[src/rtl/alu_pkg.sv]
// Funct codes shared by the ALU and the multiplier, plus the multiplier FSM encoding.
package alu_pkg;

  localparam logic [5:0] FUNCT_ADD   = 6'd32;
  localparam logic [5:0] FUNCT_SUB   = 6'd34;
  localparam logic [5:0] FUNCT_AND   = 6'd36;
  localparam logic [5:0] FUNCT_OR    = 6'd37;
  localparam logic [5:0] FUNCT_SLT   = 6'd42;
  localparam logic [5:0] FUNCT_MULTU = 6'd25;
  localparam logic [5:0] FUNCT_MFHI  = 6'd16;
  localparam logic [5:0] FUNCT_MFLO  = 6'd18;

  typedef enum logic [1:0] {
    IDLE = 2'd0,
    RUN  = 2'd1,
    DONE = 2'd2
  } mult_state_e;

  function automatic logic is_mult_start(input logic start, input logic [5:0] funct);
    return start && (funct == FUNCT_MULTU);
  endfunction

endpackage

[src/rtl/mult_datapath.sv]
// Shift-add datapath: one conditional add of the shifted multiplicand per step.
module mult_datapath #(
  parameter int WIDTH = 32
) (
  input  logic               clk,
  input  logic               rst_n_i,
  input  logic               load_i,
  input  logic               step_i,
  input  logic [WIDTH-1:0]   a_i,
  input  logic [WIDTH-1:0]   b_i,
  output logic [2*WIDTH-1:0] prod_next_o,
  output logic               mpr_rest_zero_o
);

  logic [2*WIDTH-1:0] mcand_q, mcand_d;
  logic [2*WIDTH-1:0] prod_q, prod_d;
  logic [WIDTH-1:0]   mpr_q, mpr_d;
  logic [2*WIDTH-1:0] addend;

  assign addend      = mpr_q[0] ? mcand_q : '0;
  assign prod_next_o = prod_q + addend;
  // True when the multiplier will be zero once this step shifts it.
  assign mpr_rest_zero_o = (mpr_q[WIDTH-1:1] == '0);

  always_comb begin
    mcand_d = mcand_q;
    mpr_d   = mpr_q;
    prod_d  = prod_q;
    if (load_i) begin
      mcand_d = {{WIDTH{1'b0}}, a_i};
      mpr_d   = b_i;
      prod_d  = '0;
    end else if (step_i) begin
      prod_d  = prod_next_o;
      mcand_d = mcand_q << 1;
      mpr_d   = mpr_q >> 1;
    end
  end

  always_ff @(posedge clk or negedge rst_n_i) begin
    if (!rst_n_i) begin
      mcand_q <= '0;
      mpr_q   <= '0;
      prod_q  <= '0;
    end else begin
      mcand_q <= mcand_d;
      mpr_q   <= mpr_d;
      prod_q  <= prod_d;
    end
  end

endmodule

[src/rtl/mult_unit.sv]
// Sequential unsigned multiplier with HI/LO result registers and MFHI/MFLO read mux.
// Define MULT_EARLY_EXIT_EN to finish as soon as the remaining multiplier bits are zero.
module mult_unit
  import alu_pkg::*;
#(
  parameter int WIDTH = 32
) (
  input  logic             clk,
  input  logic             reset,
  input  logic [WIDTH-1:0] dataA,
  input  logic [WIDTH-1:0] dataB,
  input  logic [5:0]       Signal,
  input  logic             start,
  output logic             busy,
  output logic             done,
  output logic [WIDTH-1:0] dataOut
);

`ifdef MULT_EARLY_EXIT_EN
  localparam bit EarlyExit = 1'b1;
`else
  localparam bit EarlyExit = 1'b0;
`endif

  localparam int CW = $clog2(WIDTH + 1);

  mult_state_e        state_q, state_d;
  logic [CW-1:0]      cnt_q, cnt_d;
  logic [WIDTH-1:0]   hi_q, hi_d;
  logic [WIDTH-1:0]   lo_q, lo_d;
  logic               accept;
  logic               step;
  logic               last_iter;
  logic [2*WIDTH-1:0] prod_next;
  logic               mpr_rest_zero;

  assign accept    = (state_q == IDLE) && is_mult_start(start, Signal);
  assign step      = (state_q == RUN);
  assign last_iter = (cnt_q == CW'(WIDTH - 1)) || (EarlyExit && mpr_rest_zero);

  mult_datapath #(
    .WIDTH(WIDTH)
  ) u_datapath (
    .clk             (clk),
    .rst_n_i         (reset),
    .load_i          (accept),
    .step_i          (step),
    .a_i             (dataA),
    .b_i             (dataB),
    .prod_next_o     (prod_next),
    .mpr_rest_zero_o (mpr_rest_zero)
  );

  always_comb begin
    state_d = state_q;
    cnt_d   = cnt_q;
    hi_d    = hi_q;
    lo_d    = lo_q;
    case (state_q)
      IDLE: begin
        if (accept) begin
          cnt_d   = '0;
          state_d = RUN;
        end
      end
      RUN: begin
        cnt_d = cnt_q + CW'(1);
        // HI/LO only change here, so reads during RUN see the previous result.
        if (last_iter) begin
          hi_d    = prod_next[2*WIDTH-1:WIDTH];
          lo_d    = prod_next[WIDTH-1:0];
          state_d = DONE;
        end
      end
      DONE:    state_d = IDLE;
      default: state_d = IDLE;
    endcase
  end

  always_ff @(posedge clk or negedge reset) begin
    if (!reset) begin
      state_q <= IDLE;
      cnt_q   <= '0;
      hi_q    <= '0;
      lo_q    <= '0;
    end else begin
      state_q <= state_d;
      cnt_q   <= cnt_d;
      hi_q    <= hi_d;
      lo_q    <= lo_d;
    end
  end

  assign busy = (state_q == RUN);
  assign done = (state_q == DONE);

  always_comb begin
    dataOut = '0;
    case (Signal)
      FUNCT_MFHI: dataOut = hi_q;
      FUNCT_MFLO: dataOut = lo_q;
      default:    dataOut = '0;
    endcase
  end

endmodule

[config.mk]
export PLATFORM = sky130hd
export DESIGN_NAME = mult_unit
export DESIGN_NICKNAME = d
export VERILOG_FILES = /design/src/rtl/alu_pkg.sv /design/src/rtl/mult_datapath.sv /design/src/rtl/mult_unit.sv
export SDC_FILE = /design/constraint.sdc
export NUM_CORES = 1
export LEC_CHECK = 0
export ABC_AREA = 1
export CAP_MARGIN = 20
export CORE_MARGIN = 5
export CORE_UTILIZATION = 61
export CTS_CLUSTER_SIZE = 40
export DETAILED_ROUTE_END_ITERATION = 12
export PLACE_DENSITY = 0.82
export SLEW_MARGIN = 20
export SYNTH_ARGS = -nofsm -noshare
export SYNTH_HDL_FRONTEND = slang
export SYNTH_SLANG_ARGS = --single-unit
[constraint.sdc]
create_clock -name clk -period 6.75 [get_ports clk]
set_input_delay 1.35 -clock clk [delete_from_list [all_inputs] [get_ports clk]]
set_output_delay 1.35 -clock clk [all_outputs]
set_load 0.005 [all_outputs]
==> qor.yml, run 1 <==
vias_per_cell: 5.46
core_region_area_mm2: 0.0253
gp_congestion: 1.05
die_area_mm2: 0.0292
report.final.slew_viol_count: 0
cts-resized-gates: 0
yosysUniqueCellTypes: 36
synth_top_area_cell: "dfrtp_1"
syn_avg_cell_area_um2: 6.44
clk_pin_slew_ns: 0.06
worstPathRequired_ns: 5.40
fin_worst_hold_slack_ns: 0.488
num_io_pins: 107
row_count: 58
drive_above_1_share: 0.0260
ys_seq_area_frac: 0.368
vdd_drop_max_mv: 0.278
hold_class: "reg -> reg"
setup_violations: 0
cts.path.max_buffers: 3
final.period_utilization: 0.814
cts.sink_count: 232
synth_warnings: 0
port_buffers: 106
cp-end-kind: "primary output"
worst_slack_ns: 1.26
cp.arrival_ns: 4.14
rsz0062_at_grt: "no"
grt_pass1_vias: 14902
post_drt_wl_per_cell_um: 17.4
area_growth_pct: 12.6
critPathTopFamily: "buffers and inverters"
layout_common_cells: "nand2_1 (971), inv_1 (520), dfrtp_1 (231)"
holdBufCountCts: 0
fp.dieH_um: 171
initial_core_util: 0.623
vias: 15675
diodes: 0
cpPeakStageDelay_ns: 0.67
post_cts.repair.setup_buffers: 0
worst-path-buf-inv: 3
dp_slack_ns: 1.41
totalWireLength_mm: 50.0
grt_max_degree: 120
worst_slew_pin_slew_ns: 1.07
syn_inst: 2451
final_common_cell: "nand2_1"
grt_pass1_wl_mm: 79.7
grt.overflow.total: 0
grt.total_usage: 0.346
syn-num-nets: 2589
finalSetupTns_ns: 0
hold_viol_final: 0
max-cap-violations: 0
antenna_found_initial: 0
fp.dieW_um: 171
drt_iter0_drc: 1797
max_freq_mhz: 182
layout.nets: 2663
synth.cell_area_mm2: 0.0158
clkLatencyLatePin_ns: 0.54
dp_hpwl_mm: 38.1
final_cells: 2870
first_pass_iters: 8
cp_max_fo: 32
drc_errors: 0
cts_tree: "built"
fin_crit_ns: 5.49
status: "finished, final reports clean"
cts-root-buf: "clkbuf_16"
cp_slowest_cell: "nand3_1"
leakagePower_nw: 10.3
relSlewSlack: 0.285
dp_cells: 2829
power_density_mw_per_mm2: 242
path_common_cell: "clkdlybuf4s50_1"
synth-seq-cells: 232
startpoint_type: "input pin"
drtAntennaViolNets: 0
crit_chain: "clkdlybuf4s50_1 -> nor3_2 -> buf_4 -> nand3_1 -> o21ai_0 -> clkdlybuf4s50_1"
numCtsBuffers: 24
htree_levels: 1
critPathKind: "in -> out"
fin_skew_ns: 0.0151
synth_top_cell_area_share: 0.368
synth_area_leaders: "dfrtp_1 (37%), nand2_1 (23%), inv_1 (12%)"
-- metrics by stage --
| step | power, W | utilization | area [um2] |
|---|---|---|---|
| after floorplan | 0.00257 | - | 15800 |
| after global placement | 0.00296 | 0.673 | 17100 |
| after detailed placement | 0.00300 | 0.673 | 17100 |
| after CTS | 0.00427 | 0.702 | 17800 |
| after global routing | 0.00453 | 0.702 | 17800 |
| final | 0.00430 | 0.702 | 17800 |
-- synthesized netlist by cell type (all sizes together) --
cell type  instances
a21boi             1
a21oi             44
a22o               4
and2               1
buf               31
clkbuf            38
dfrtp            232
fa                 1
ha                64
inv              523
nand2            973
nand3            144
nand3b             8
nand4             12
nor2             123
nor3              18
nor4               2
o211ai            58
o21ai             97
o21bai             2
o221ai             4
o22ai             40
or2                2
xnor2             23
xor2               6
-- metal layers --
| layer | vias to the layer above | routed length [um] | global-route usage |
|---|---|---|---|
| li1 | 7615 | - | - |
| met2 | 677 | 21500 | 0.534 |
| met3 | 107 | 5320 | 0.0670 |
| met4 | 0 | 1490 | 0.0923 |
| met1 | 7276 | 21700 | 0.506 |
| met5 | - | 0 | 0 |
-- final timing paths --
| kind | start | slack [ns] | depth (start not counted) | endpoint |
|---|---|---|---|---|
| worst max-delay path | Signal[0] | 1.26 | 6 | dataOut[14] |
| worst min-delay path | u_datapath.prod_q[52]$_DFFE_PN0P_ | 0.49 | 2 | u_datapath.prod_q[52]$_DFFE_PN0P_ |
| worst max register to register | state_q[0]$_DFFE_PN0P_ | 3.34 | 9 | hi_q[14]$_DFFE_PN0P_ |
| worst min register to register | u_datapath.prod_q[52]$_DFFE_PN0P_ | 0.49 | 2 | u_datapath.prod_q[52]$_DFFE_PN0P_ |
| max in group asynchronous | reset | 4.49 | 2 | u_datapath.mpr_q[0]$_DFFE_PN0P_ |
| min in group asynchronous | reset | 0.87 | 1 | u_datapath.mcand_q[9]$_DFFE_PN0P_ |
-- power by group --
part	total [W]	internal, W	switching [W]
sequential	0.00170	0.00158	0.000122
clock	0.00127	0.000710	0.000564
combinational	0.00132	0.000418	0.000904
total	0.00430	0.00271	0.00159
-- sequential cells by signal (all words and copies together), names as in the netlist --
name,flops
lo_q,32
state_q,2
u_datapath.prod_q,64
u_datapath.mpr_q,32
u_datapath.mcand_q,64
cnt_q,6
hi_q,32
-- cell families (layout without fill, tap and decap cells) --
group,count (synthesis),in the layout,share of synthesized area
XOR/XNOR,29,29,0.0161
adder cells (fa/ha/maj),65,65,0.0520
AND/OR/NAND/NOR,1283,1283,0.326
buffers and inverters,592,681,0.144
AO/OA/AOI/OAI,250,250,0.0940
flip-flops,232,232,0.368
-- worst reg2reg max path: cells and delay by family, from the launching register on --
family / cells / cell delay, ns
buffers and inverters: 5 / 2.01
flip-flops: 1 / 0.39
AND/OR/NAND/NOR: 4 / 0.93
-- cell type report --
type | count | area, um2
Clock buffer | 34 | 689
Clock inverter | 7 | 43.8
Fill cell | 2233 | 7540
Inverter | 523 | 1970
Multi-Input combinational cell | 1627 | 7720
Sequential cell | 232 | 5810
Tap cell | 330 | 413
Timing Repair Buffer | 117 | 1150
(Power assumes the default switching activity.)
==> run 2, diff against run 1 <==
CORE_UTILIZATION = 55   (was 61)
PLACE_DENSITY = 0.78   (was 0.82)
clock period = 5 ns   (was 6.75 ns; I/O delays follow)
==> run 2 against run 1 <==
Setup slack got worse by 0.78 ns; critical path depth fell by 1; design area rose by 1.6%; clock power rose by 60%; combinational power rose by 33%; via count fell by 0.96%; routed wire length fell by 1.0%.
==> qor.yml, run 2 (synthesis gave the netlist of run 1 again) <==
critPathKind: "in -> out"
cts-resized-gates: 0
setup_violations: 0
htree_levels: 1
relSlewSlack: 0.316
holdBufCountCts: 0
area_growth_pct: 14.4
drtAntennaViolNets: 0
cts_tree: "built"
layout_common_cells: "nand2_1 (971), inv_1 (520), dfrtp_1 (231)"
totalWireLength_mm: 49.5
top_regs: "u_datapath.mcand_q: 64 flops, u_datapath.prod_q: 64 flops"
p_int_w: 0.00393
numCtsBuffers: 25
fp.dieW_um: 179
grt.overflow.total: 0
cp-end-kind: "primary output"
hold_class: "reg -> reg"
cts.path.max_buffers: 3
r2r_slack_ns: 1.65
first_pass_iters: 6
finalSetupTns_ns: 0
vdd_drop_max_mv: 0.260
p_clk_frac: 0.333
die_area_mm2: 0.0322
fp.dieH_um: 179
min_from: "hi_q[16]$_DFFE_PN0P_"
row_count: 62
initial_core_util: 0.553
diodes: 0
cp_max_fo: 32
regToRegStartpoint: "u_datapath.mpr_q[0]$_DFFE_PN0P_"
final.period_utilization: 0.905
status: "finished, final reports clean"
pwr-share-seq: 0.379
max_freq_mhz: 221
worstPathRequired_ns: 4.00
clk_pin_slew_ns: 0.06
post_drt_wl_per_cell_um: 16.9
reg2reg_to: "u_datapath.prod_q[63]$_DFFE_PN0P_"
power_density_mw_per_mm2: 338
num_io_pins: 107
pwr-share-comb: 0.288
report.final.slew_viol_count: 0
worst_slew_pin_slew_ns: 1.02
cts-root-buf: "clkbuf_16"
grt_pass1_wl_mm: 78.6
gp_congestion: 1.02
rsz0062_at_grt: "no"
post_cts.repair.setup_buffers: 0
vias: 15524
vias_per_cell: 5.29
final_cells: 2934
reg2reg_depth: 16
drc_errors: 0
hold_viol_final: 0
fin_util: 0.633
hold-path-cell-count: 2
cts.sink_count: 232
power_switching_share: 0.357
clkLatencyLatePin_ns: 0.55
dp_hpwl_mm: 39.0
fin_crit_ns: 4.52
port_buffers: 106
dp_cells: 2889
hold_end: "hi_q[16]$_DFFE_PN0P_"
startpoint_type: "input pin"
max-cap-violations: 0
p_switching_w: 0.00218
leakagePower_nw: 10.4
antenna_found_initial: 1
core_region_area_mm2: 0.0285
fin_skew_ns: 0.0249
final_common_cell: "nand2_1"
grt.total_usage: 0.302
drt_iter0_drc: 1567
grt_pass1_vias: 14697
layout.nets: 2670
cp.arrival_ns: 3.52
drive_above_1_share: 0.0306
grt_max_degree: 123
-- run 2: cell count changes in the layout (fill, tap and decap cells not counted), moves of 2 or more --
cell	before	now
buf_4	11	16
bufinv_16	0	5
clkbuf_1	6	4
inv_6	1	3
-- run 2: critical path, cell delays in order --
cell             delay (ns)
clkdlybuf4s50_1        0.45
nor3_2                 0.29
nand3_1                0.71
o21ai_0                0.50
clkdlybuf4s50_1        0.57
-- run 2: final cells by class --
type | instances | area [um2]
clock buffers | 32 | 682
clock inverters | 13 | 206
fillers | 2683 | 10500
inverters | 523 | 1960
multi-input cells | 1627 | 7720
flip-flops and latches | 232 | 5810
well taps | 384 | 480
repair buffers | 123 | 1210
-- run 2: worst max path at each step --
stage / slack (ns) / depth (start not counted) / from / end
3_5_place_dp: 0.52 / 5 / Signal[0] / dataOut[26]
2_1_floorplan: 2.04 / 4 / Signal[0] / dataOut[17]
4_1_cts: 0.52 / 5 / Signal[0] / dataOut[26]
6_report: 0.48 / 5 / Signal[0] / dataOut[26]
3_3_place_gp: 0.78 / 5 / Signal[0] / dataOut[29]
5_1_grt: 0.27 / 5 / Signal[0] / dataOut[12]
-- run 2: metrics by stage --
stage                     power (W)  setup WS [ns]  instance area [um2]  hold WS (ns)
after floorplan             0.00347           2.04                15800         0.450
after global placement      0.00400          0.777                17200         0.467
after detailed placement    0.00405          0.525                17200         0.474
after CTS                   0.00610          0.517                18100         0.488
after global routing        0.00644          0.270                18100         0.509
final                       0.00611          0.477                18100         0.485
-- run 2: power groups by stage --
stage                     Combinational (W)  Sequential [W]  Clock, W
after detailed placement            0.00171         0.00234         0
after CTS                           0.00172         0.00231   0.00207
final                               0.00176         0.00232   0.00203
after floorplan                     0.00119         0.00228         0
after global routing                0.00196         0.00234   0.00213
after global placement              0.00167         0.00233         0
-- run 2: metal layers --
| layer | wire length [um] | track usage | part of all wire | up-vias |
|---|---|---|---|---|
| li1 | - | - | - | 7631 |
| met2 | 20600 | 0.455 | 0.42 | 641 |
| met5 | 0 | 0 | 0 | - |
| met1 | 22200 | 0.445 | 0.45 | 7136 |
| met3 | 4640 | 0.0491 | 0.094 | 116 |
| met4 | 2090 | 0.106 | 0.042 | 0 |
